[config.mk]
export PLATFORM = sky130hd
export DESIGN_NAME = cjtag_jtag_bridge
export DESIGN_NICKNAME = d
export VERILOG_FILES = /design/src/rtl/cjtag_pkg.sv /design/src/rtl/jtag_tap.sv /design/src/rtl/cjtag_jtag_bridge.sv
export SDC_FILE = /design/constraint.sdc
export NUM_CORES = 1
export LEC_CHECK = 0
export ABC_AREA = 1
export CAP_MARGIN = 10
export CORE_ASPECT_RATIO = 1.2
export CORE_MARGIN = 1.5
export CORE_UTILIZATION = 35
export CTS_BUF_LIST = sky130_fd_sc_hd__clkbuf_4
export CTS_CLUSTER_DIAMETER = 40
export DETAILED_ROUTE_END_ITERATION = 6
export PLACE_DENSITY_LB_ADDON = 0.12
export SLEW_MARGIN = 25
export SYNTH_ARGS = -nofsm -noshare
export SYNTH_HDL_FRONTEND = slang
export SYNTH_SLANG_ARGS = --single-unit
[constraint.sdc]
create_clock -name clk_i -period 3.4 [get_ports clk_i]
set_input_delay 0.34 -clock clk_i [delete_from_list [all_inputs] [get_ports clk_i]]
set_output_delay 0.34 -clock clk_i [all_outputs]
set_load 0.03 [all_outputs]
[src/rtl/cjtag_pkg.sv]
// +----------------------------------------------------------------------+
// | cjtag_pkg                                                              |
// | Shared types and constants for the cJTAG-to-JTAG bridge and its TAP.   |
// | Revision: 1.0                                                          |
// +----------------------------------------------------------------------+
`default_nettype none

package cjtag_pkg;

  typedef enum logic [1:0] {
    BR_OFFLINE = 2'd0,
    BR_OAC     = 2'd1,
    BR_ONLINE  = 2'd2
  } bridge_state_t;

  typedef enum logic [3:0] {
    TAP_TEST_LOGIC_RESET = 4'd0,
    TAP_RUN_TEST_IDLE    = 4'd1,
    TAP_SELECT_DR        = 4'd2,
    TAP_CAPTURE_DR       = 4'd3,
    TAP_SHIFT_DR         = 4'd4,
    TAP_EXIT1_DR         = 4'd5,
    TAP_PAUSE_DR         = 4'd6,
    TAP_EXIT2_DR         = 4'd7,
    TAP_UPDATE_DR        = 4'd8,
    TAP_SELECT_IR        = 4'd9,
    TAP_CAPTURE_IR       = 4'd10,
    TAP_SHIFT_IR         = 4'd11,
    TAP_EXIT1_IR         = 4'd12,
    TAP_PAUSE_IR         = 4'd13,
    TAP_EXIT2_IR         = 4'd14,
    TAP_UPDATE_IR        = 4'd15
  } tap_state_t;

  localparam logic [3:0] c_oac_code       = 4'hC;
  localparam logic [3:0] c_ec_code        = 4'h8;
  localparam logic [3:0] c_cp_code        = 4'h0;

  localparam logic [3:0] c_esc_deselect   = 4'd4;
  localparam logic [3:0] c_esc_activate   = 4'd6;
  localparam logic [3:0] c_esc_reset      = 4'd8;

  localparam logic [4:0] c_instr_idcode   = 5'h01;
  localparam logic [4:0] c_instr_bypass   = 5'h1F;
  localparam logic [4:0] c_ir_capture_val = 5'b00001;

  function automatic tap_state_t tap_next(input tap_state_t s, input logic tms);
    tap_state_t n;
    n = TAP_TEST_LOGIC_RESET;
    case (s)
      TAP_TEST_LOGIC_RESET: n = tms ? TAP_TEST_LOGIC_RESET : TAP_RUN_TEST_IDLE;
      TAP_RUN_TEST_IDLE:    n = tms ? TAP_SELECT_DR        : TAP_RUN_TEST_IDLE;
      TAP_SELECT_DR:        n = tms ? TAP_SELECT_IR        : TAP_CAPTURE_DR;
      TAP_CAPTURE_DR:       n = tms ? TAP_EXIT1_DR         : TAP_SHIFT_DR;
      TAP_SHIFT_DR:         n = tms ? TAP_EXIT1_DR         : TAP_SHIFT_DR;
      TAP_EXIT1_DR:         n = tms ? TAP_UPDATE_DR        : TAP_PAUSE_DR;
      TAP_PAUSE_DR:         n = tms ? TAP_EXIT2_DR         : TAP_PAUSE_DR;
      TAP_EXIT2_DR:         n = tms ? TAP_UPDATE_DR        : TAP_SHIFT_DR;
      TAP_UPDATE_DR:        n = tms ? TAP_SELECT_DR        : TAP_RUN_TEST_IDLE;
      TAP_SELECT_IR:        n = tms ? TAP_TEST_LOGIC_RESET : TAP_CAPTURE_IR;
      TAP_CAPTURE_IR:       n = tms ? TAP_EXIT1_IR         : TAP_SHIFT_IR;
      TAP_SHIFT_IR:         n = tms ? TAP_EXIT1_IR         : TAP_SHIFT_IR;
      TAP_EXIT1_IR:         n = tms ? TAP_UPDATE_IR        : TAP_PAUSE_IR;
      TAP_PAUSE_IR:         n = tms ? TAP_EXIT2_IR         : TAP_PAUSE_IR;
      TAP_EXIT2_IR:         n = tms ? TAP_UPDATE_IR        : TAP_SHIFT_IR;
      TAP_UPDATE_IR:        n = tms ? TAP_SELECT_DR        : TAP_RUN_TEST_IDLE;
      default:              n = TAP_TEST_LOGIC_RESET;
    endcase
    return n;
  endfunction

endpackage

`default_nettype wire

[src/rtl/jtag_tap.sv]
// +----------------------------------------------------------------------+
// | jtag_tap                                                               |
// | 1149.1 TAP with IDCODE and BYPASS, oversampling TCK on the system clk. |
// | Revision: 1.0                                                          |
// +----------------------------------------------------------------------+
`default_nettype none

module jtag_tap
  import cjtag_pkg::*;
#(
  parameter logic [31:0] IDCODE = 32'h1DEAD3FF,
  parameter int unsigned IR_LEN = 5
) (
  input  logic clk_i,
  input  logic rst_i,
  input  logic tck_i,
  input  logic tms_i,
  input  logic tdi_i,
  output logic tdo_o
);

  localparam logic [IR_LEN-1:0] c_ir_idcode  = IR_LEN'(c_instr_idcode);
  localparam logic [IR_LEN-1:0] c_ir_bypass  = IR_LEN'(c_instr_bypass);
  localparam logic [IR_LEN-1:0] c_ir_capture = IR_LEN'(c_ir_capture_val);

  tap_state_t        r_state;
  tap_state_t        w_state_next;
  logic              r_tck_d;
  logic [IR_LEN-1:0] r_ir;
  logic [IR_LEN-1:0] r_ir_sr;
  logic [31:0]       r_dr;
  logic              r_bypass;
  logic              r_tdo;
  logic              w_tck_rise;
  logic              w_tck_fall;
  logic              w_sel_bypass;
  logic              w_tdo_next;

  assign w_tck_rise   = tck_i & ~r_tck_d;
  assign w_tck_fall   = ~tck_i & r_tck_d;
  assign w_sel_bypass = (r_ir == c_ir_bypass) || (r_ir != c_ir_idcode);
  assign tdo_o        = r_tdo;

  always_comb begin
    w_state_next = tap_next(r_state, tms_i);
  end

  always_comb begin
    w_tdo_next = 1'b0;
    case (r_state)
      TAP_SHIFT_DR: w_tdo_next = w_sel_bypass ? r_bypass : r_dr[0];
      TAP_SHIFT_IR: w_tdo_next = r_ir_sr[0];
      default:      w_tdo_next = 1'b0;
    endcase
  end

  // Register actions use the state held before the TCK rise, as in 1149.1.
  always_ff @(posedge clk_i or posedge rst_i) begin
    if (rst_i) begin
      r_tck_d  <= 1'b0;
      r_state  <= TAP_TEST_LOGIC_RESET;
      r_ir     <= c_ir_idcode;
      r_ir_sr  <= c_ir_capture;
      r_dr     <= 32'd0;
      r_bypass <= 1'b0;
      r_tdo    <= 1'b0;
    end else begin
      r_tck_d <= tck_i;
      if (w_tck_rise) begin
        r_state <= w_state_next;
        case (r_state)
          TAP_TEST_LOGIC_RESET: r_ir <= c_ir_idcode;
          TAP_CAPTURE_DR: begin
            r_dr     <= IDCODE;
            r_bypass <= 1'b0;
          end
          TAP_SHIFT_DR: begin
            r_dr     <= {tdi_i, r_dr[31:1]};
            r_bypass <= tdi_i;
          end
          TAP_CAPTURE_IR: r_ir_sr <= c_ir_capture;
          TAP_SHIFT_IR:   r_ir_sr <= {tdi_i, r_ir_sr[IR_LEN-1:1]};
          TAP_UPDATE_IR:  r_ir    <= r_ir_sr;
          default: ;
        endcase
      end
      if (w_tck_fall) begin
        r_tdo <= w_tdo_next;
      end
    end
  end

endmodule

`default_nettype wire

[src/rtl/cjtag_jtag_bridge.sv]
// +----------------------------------------------------------------------+
// | cjtag_jtag_bridge                                                      |
// | 2-wire cJTAG (OScan1) to 4-wire JTAG bridge with an internal TAP.      |
// | Revision: 1.0                                                          |
// +----------------------------------------------------------------------+
`default_nettype none

module cjtag_jtag_bridge
  import cjtag_pkg::*;
#(
  parameter logic [31:0] IDCODE = 32'h1DEAD3FF,
  parameter int unsigned IR_LEN = 5
) (
  input  logic clk_i,
  input  logic rst_i,
  input  logic tckc_i,
  input  logic tmsc_i,
  output logic tmsc_o,
  output logic tmsc_oen,
  output logic tck_o,
  output logic tms_o,
  output logic tdi_o,
  output logic tdo_o,
  output logic online_o,
  output logic nsp_o
);

  bridge_state_t r_state;
  bridge_state_t w_state_next;
  logic [1:0]    r_tckc_sync;
  logic [1:0]    r_tmsc_sync;
  logic          r_tckc_d;
  logic          r_tmsc_d;
  logic [3:0]    r_esc_cnt;
  logic [11:0]   r_oac_sr;
  logic [3:0]    r_oac_cnt;
  logic [1:0]    r_slot;
  logic          r_tck;
  logic          r_tms;
  logic          r_tdi;
  logic          r_tmsc_o;
  logic          r_oen;

  logic w_tckc, w_tmsc, w_rise, w_fall, w_tmsc_edge;
  logic w_esc_any, w_esc_desel, w_esc_act, w_esc_reset, w_oac_match;

  assign w_tckc      = r_tckc_sync[1];
  assign w_tmsc      = r_tmsc_sync[1];
  assign w_rise      = w_tckc & ~r_tckc_d;
  assign w_fall      = ~w_tckc & r_tckc_d;
  assign w_tmsc_edge = w_tmsc ^ r_tmsc_d;

  assign w_esc_reset = w_fall && (r_esc_cnt >= c_esc_reset);
  assign w_esc_any   = w_fall && (r_esc_cnt >= c_esc_deselect);
  assign w_esc_act   = w_fall && (r_esc_cnt >= c_esc_activate) && (r_esc_cnt < c_esc_reset);
  assign w_esc_desel = w_fall && (r_esc_cnt >= c_esc_deselect) && (r_esc_cnt < c_esc_activate);
  assign w_oac_match = (r_oac_sr == {c_cp_code, c_ec_code, c_oac_code});

  assign online_o = (r_state == BR_ONLINE);
  assign nsp_o    = ~online_o;
  assign tck_o    = r_tck;
  assign tms_o    = r_tms;
  assign tdi_o    = r_tdi;
  assign tmsc_o   = r_tmsc_o;
  assign tmsc_oen = r_oen;

  always_comb begin
    w_state_next = r_state;
    case (r_state)
      BR_OFFLINE: if (w_esc_act) w_state_next = BR_OAC;
      // The OAC word is judged on the fall that closes the 12th bit.
      BR_OAC: if (w_fall && (r_oac_cnt == 4'd12))
                w_state_next = w_oac_match ? BR_ONLINE : BR_OFFLINE;
      BR_ONLINE:  if (w_esc_desel) w_state_next = BR_OFFLINE;
      default:    w_state_next = BR_OFFLINE;
    endcase
    if (w_esc_reset) w_state_next = BR_OFFLINE;
  end

  always_ff @(posedge clk_i or posedge rst_i) begin
    if (rst_i) begin
      r_state     <= BR_OFFLINE;
      r_tckc_sync <= 2'b00;
      r_tmsc_sync <= 2'b00;
      r_tckc_d    <= 1'b0;
      r_tmsc_d    <= 1'b0;
      r_esc_cnt   <= 4'd0;
      r_oac_sr    <= 12'd0;
      r_oac_cnt   <= 4'd0;
      r_slot      <= 2'd0;
      r_tck       <= 1'b0;
      r_tms       <= 1'b1;
      r_tdi       <= 1'b0;
      r_tmsc_o    <= 1'b0;
      r_oen       <= 1'b1;
    end else begin
      r_state     <= w_state_next;
      r_tckc_sync <= {r_tckc_sync[0], tckc_i};
      r_tmsc_sync <= {r_tmsc_sync[0], tmsc_i};
      r_tckc_d    <= w_tckc;
      r_tmsc_d    <= w_tmsc;

      // Our own drive on TMSC must not look like escape edges.
      if (w_fall) begin
        r_esc_cnt <= 4'd0;
      end else if (w_tckc && r_oen && w_tmsc_edge && (r_esc_cnt != 4'd15)) begin
        r_esc_cnt <= r_esc_cnt + 4'd1;
      end

      if (r_state != BR_OAC) begin
        r_oac_cnt <= 4'd0;
      end else if (w_rise && (r_oac_cnt != 4'd12)) begin
        r_oac_sr  <= {w_tmsc, r_oac_sr[11:1]};
        r_oac_cnt <= r_oac_cnt + 4'd1;
      end

      if (r_state != BR_ONLINE) begin
        r_slot <= 2'd0;
        r_tck  <= 1'b0;
        r_oen  <= 1'b1;
      end else if (w_esc_any) begin
        r_slot <= 2'd0;
        r_tck  <= 1'b0;
        r_oen  <= 1'b1;
      end else begin
        if (w_rise) begin
          case (r_slot)
            2'd0:    r_tdi <= ~w_tmsc;
            2'd1:    r_tms <= w_tmsc;
            2'd2:    r_tck <= 1'b1;
            default: ;
          endcase
        end
        if (w_fall) begin
          case (r_slot)
            2'd1: begin
              r_oen    <= 1'b0;
              r_tmsc_o <= tdo_o;
            end
            2'd2: begin
              r_tck <= 1'b0;
              r_oen <= 1'b1;
            end
            default: ;
          endcase
          r_slot <= (r_slot == 2'd2) ? 2'd0 : r_slot + 2'd1;
        end
      end
    end
  end

  jtag_tap #(
    .IDCODE (IDCODE),
    .IR_LEN (IR_LEN)
  ) u_tap (
    .clk_i (clk_i),
    .rst_i (rst_i),
    .tck_i (r_tck),
    .tms_i (r_tms),
    .tdi_i (r_tdi),
    .tdo_o (tdo_o)
  );

endmodule

`default_nettype wire

==> key figures <==
Run status
  • Run status: finished, final reports clean

Global route
  • First-pass GRT wire length: roughly 13000 µm
  • Largest net degree at the start of global routing: 52
  • Initial antenna violation count: 0
  • Overflow after GRT: 0
  • Vias in the first global route: 2683
  • Tot GR Track Use: 13.8%

Cells and area
  • Synth-to-Final Area Change: 10.2%
  • Commonest cells after routing, fill and taps aside: 79 x dfrtp_1, 75 x nand2_1, 51 x inv_1
  • Non-filler cells in the finished layout: 555
  • Layout cell share with drive strength beyond 1: 12.0%
  • # diodes: 0
  • Most common cell after layout, fill and taps aside: dfrtp_1
  • Post-route cell area: 4130 µm²
  • NumNets Final: 433

STA
  • Worst-margin pin slew: 816 ps
  • Total negative setup slack: 0 ps
  • Final hold violation count: 0
  • Max-slew violation count: 0
  • Post-Route Skew: around 17 ps
  • Final setup violation count: 0
  • Final critical-path share of the clock period: 63.7%
  • Slew Limit Headroom: 45.5%
  • Minimum clock period: 2170 ps
  • RSZ-0062 raised after global routing: false
  • Achievable Freq: 0.462 GHz

Detailed routing
  • # DRC: 0
  • Final ANT Viol Nets: 0
  • DR WL/cell: 12.7 µm
  • Total wire length: 7040 µm
  • Routed vias: approximately 2.7k
  • DR pass1 iterations: 4
  • Via density: between 4 and 5
  • Violation count after the first detailed-route iteration: 142

Synthesis
  • Netlist cell types: 29
  • Post-Syn Instances: 407
  • Post-synthesis area per instance: 9.21 µm²
  • Post-Syn Nets: 419
  • Seq/Total Area, Yosys: a little under three fifths
  • #FFs+latches synth: 83
  • Area of the mapped netlist: 3750 µm²
  • YS warnings: 0

CTS
  • Clock sink total: 83
  • CTS tree: yes
  • Clk_lat worst skew: 450 ps
  • Cts hold-fix bufs: 0
  • Clock root cell: clkbuf_4
  • Post-cts gate resize count: 0
  • Worst-path clk slew: around 140 ps
  • Post-CTS setup buffer count: 0
  • CTS max path bufs: 2
  • CTS H-Tree Depth: 3
  • Cts bufs inserted: 9

Power and ir drop
  • PwrDens: between 500 and 600 nW/µm²
  • Pleak: just under 2 nW
  • Highest ir drop seen on vdd: 0.220 mV

Critical path
  • Critical path type: register to primary output
  • Req. time, crit path: 3060 ps
  • Crit. End Element: primary output
  • Max Fanout on Critical Path: 3
  • Worst endpoint data arrival time: 1830 ps
  • CP Launch Type: register

Die
  • Die Area: 11300 µm²
  • Core Box Area: 10500 µm²
  • I/O pins: 12
  • Die Y: 116 µm
  • Starting Density: ~36%
  • Num rows: 41
  • Die Wd: between 90 and 100 µm

Hold path
  • Hold crit path type: input port to async pin

Placement
  • PortBufs: 11
  • Gpl congestion: 0.822
  • Detailed placement HPWL: slightly below 5000 µm
  • Placed cells: 539
  • Dpl cell area: 3970 µm²

Run
  • Max-cap viol count: 0
[sequential cells by signal, indices dropped and copies added, names as in the netlist, 4 cells and up]
| signal | flops |
|---|---|
| u_tap.r_state | 4 |
| u_tap.r_dr | 31 |
| u_tap.r_ir_sr | 5 |
| r_oac_cnt | 4 |
| r_esc_cnt | 4 |
| u_tap.r_ir | 5 |
| r_oac_sr | 12 |
[kinds of logic after synthesis]
family                     count (synthesis)  synth area share [%]
xor gates and xnor gates                   2                 0.467
AOI/OAI and AO/OA                         92                  15.2
DFF                                       83                  55.5
and+or+nand+nor                          152                  18.0
buffers and inverters                     70                  8.14
adders and majority gates                  8                  2.67
[critical path, cell delays in order, from the launching register on]
cell and delay, ps:
dfrtp_1 400, inv_1 100, nor2_2 60, inv_1 130, clkdlybuf4s50_1 700
[metrics by stage]
| stage | hold WS (ps) | total power [W] | util (%) | setup slack (ps) |
|---|---|---|---|---|
| 2_1_floorplan | 331 | 0.00137 | - | 930 |
| 3_3_place_gp | 334 | 0.00144 | 37.9 | 1550 |
| 3_5_place_dp | 337 | 0.00144 | 37.9 | 1490 |
| 4_1_cts | 235 | 0.00211 | 39.5 | 1210 |
| 5_1_grt | 281 | 0.00221 | 39.5 | 1150 |
| 6_report | 240 | 0.00207 | 39.5 | 1230 |
[cell usage after synthesis]
library cell / n / area (µm²)
buf_4: 4 / 30.0
nor2_1: 32 / 120
a21oi_4: 1 / 16.3
o21ai_1: 7 / 35.0
a21oi_1: 13 / 65.1
o22ai_1: 7 / 43.8
buf_6: 3 / 33.8
nor2_4: 3 / 33.8
nand4_1: 4 / 25.0
dfrtp_1: 79 / 1980
nand2_2: 4 / 25.0
nand2_4: 2 / 22.5
o22a_1: 15 / 131
nand3_1: 27 / 135
nor2_2: 4 / 25.0
ha_1: 8 / 100
a21oi_2: 6 / 52.6
xor2_1: 2 / 17.5
o21ai_0: 38 / 190
a31oi_1: 2 / 12.5
or2_2: 1 / 6.26
a211oi_1: 1 / 7.51
dfstp_2: 4 / 105
buf_2: 2 / 10.0
inv_2: 8 / 30.0
o211ai_1: 2 / 15.0
inv_4: 1 / 6.26
nand2_1: 75 / 282
inv_1: 52 / 195
[final timing paths]
kind	start	slack [ps]	depth (start not counted)	end
worst max register to register	r_oac_cnt[0]	1500	8	r_oac_sr[3]
max in group asynchronous	rst_i	2430	3	tmsc_oen
worst max-delay path	r_state[1]	1230	4	nsp_o
min in group clk_i	tmsc_i	340	1	r_tmsc_sync[0]
worst min register to register	r_tmsc_sync[0]	360	0	r_tmsc_sync[1]
worst min-delay path	rst_i	240	2	u_tap.r_dr[16]
[layer usage]
layer  global-route usage, %  share of wire (%)  routed length (µm)  up-vias
li1                        -                  -                   -     1349
met1                    17.9                 48                3360     1295
met3                    2.21                2.2                 153       15
met2                    22.1                 47                3330       26
met4                    7.90                2.7                 192        0
met5                       0                  0                   0        -
[layout make-up]
class | instances | area, µm²
clock buffer | 10 | 75.1
tap | 129 | 161
fill | 1064 | 6330
inverter | 61 | 233
timing repair buffer | 12 | 130
sequential | 83 | 2080
multi-input combinational | 254 | 1360
clock inverter | 6 | 90.1
[where the power goes]
group          switching (W)  internal, W  total (W)
Combinational       0.000167    0.0000944   0.000262
Clock               0.000349     0.000308   0.000657
Sequential         0.0000663      0.00109    0.00115
Total               0.000583      0.00149    0.00207
No activity file was read; power rests on OpenSTA's default activity.
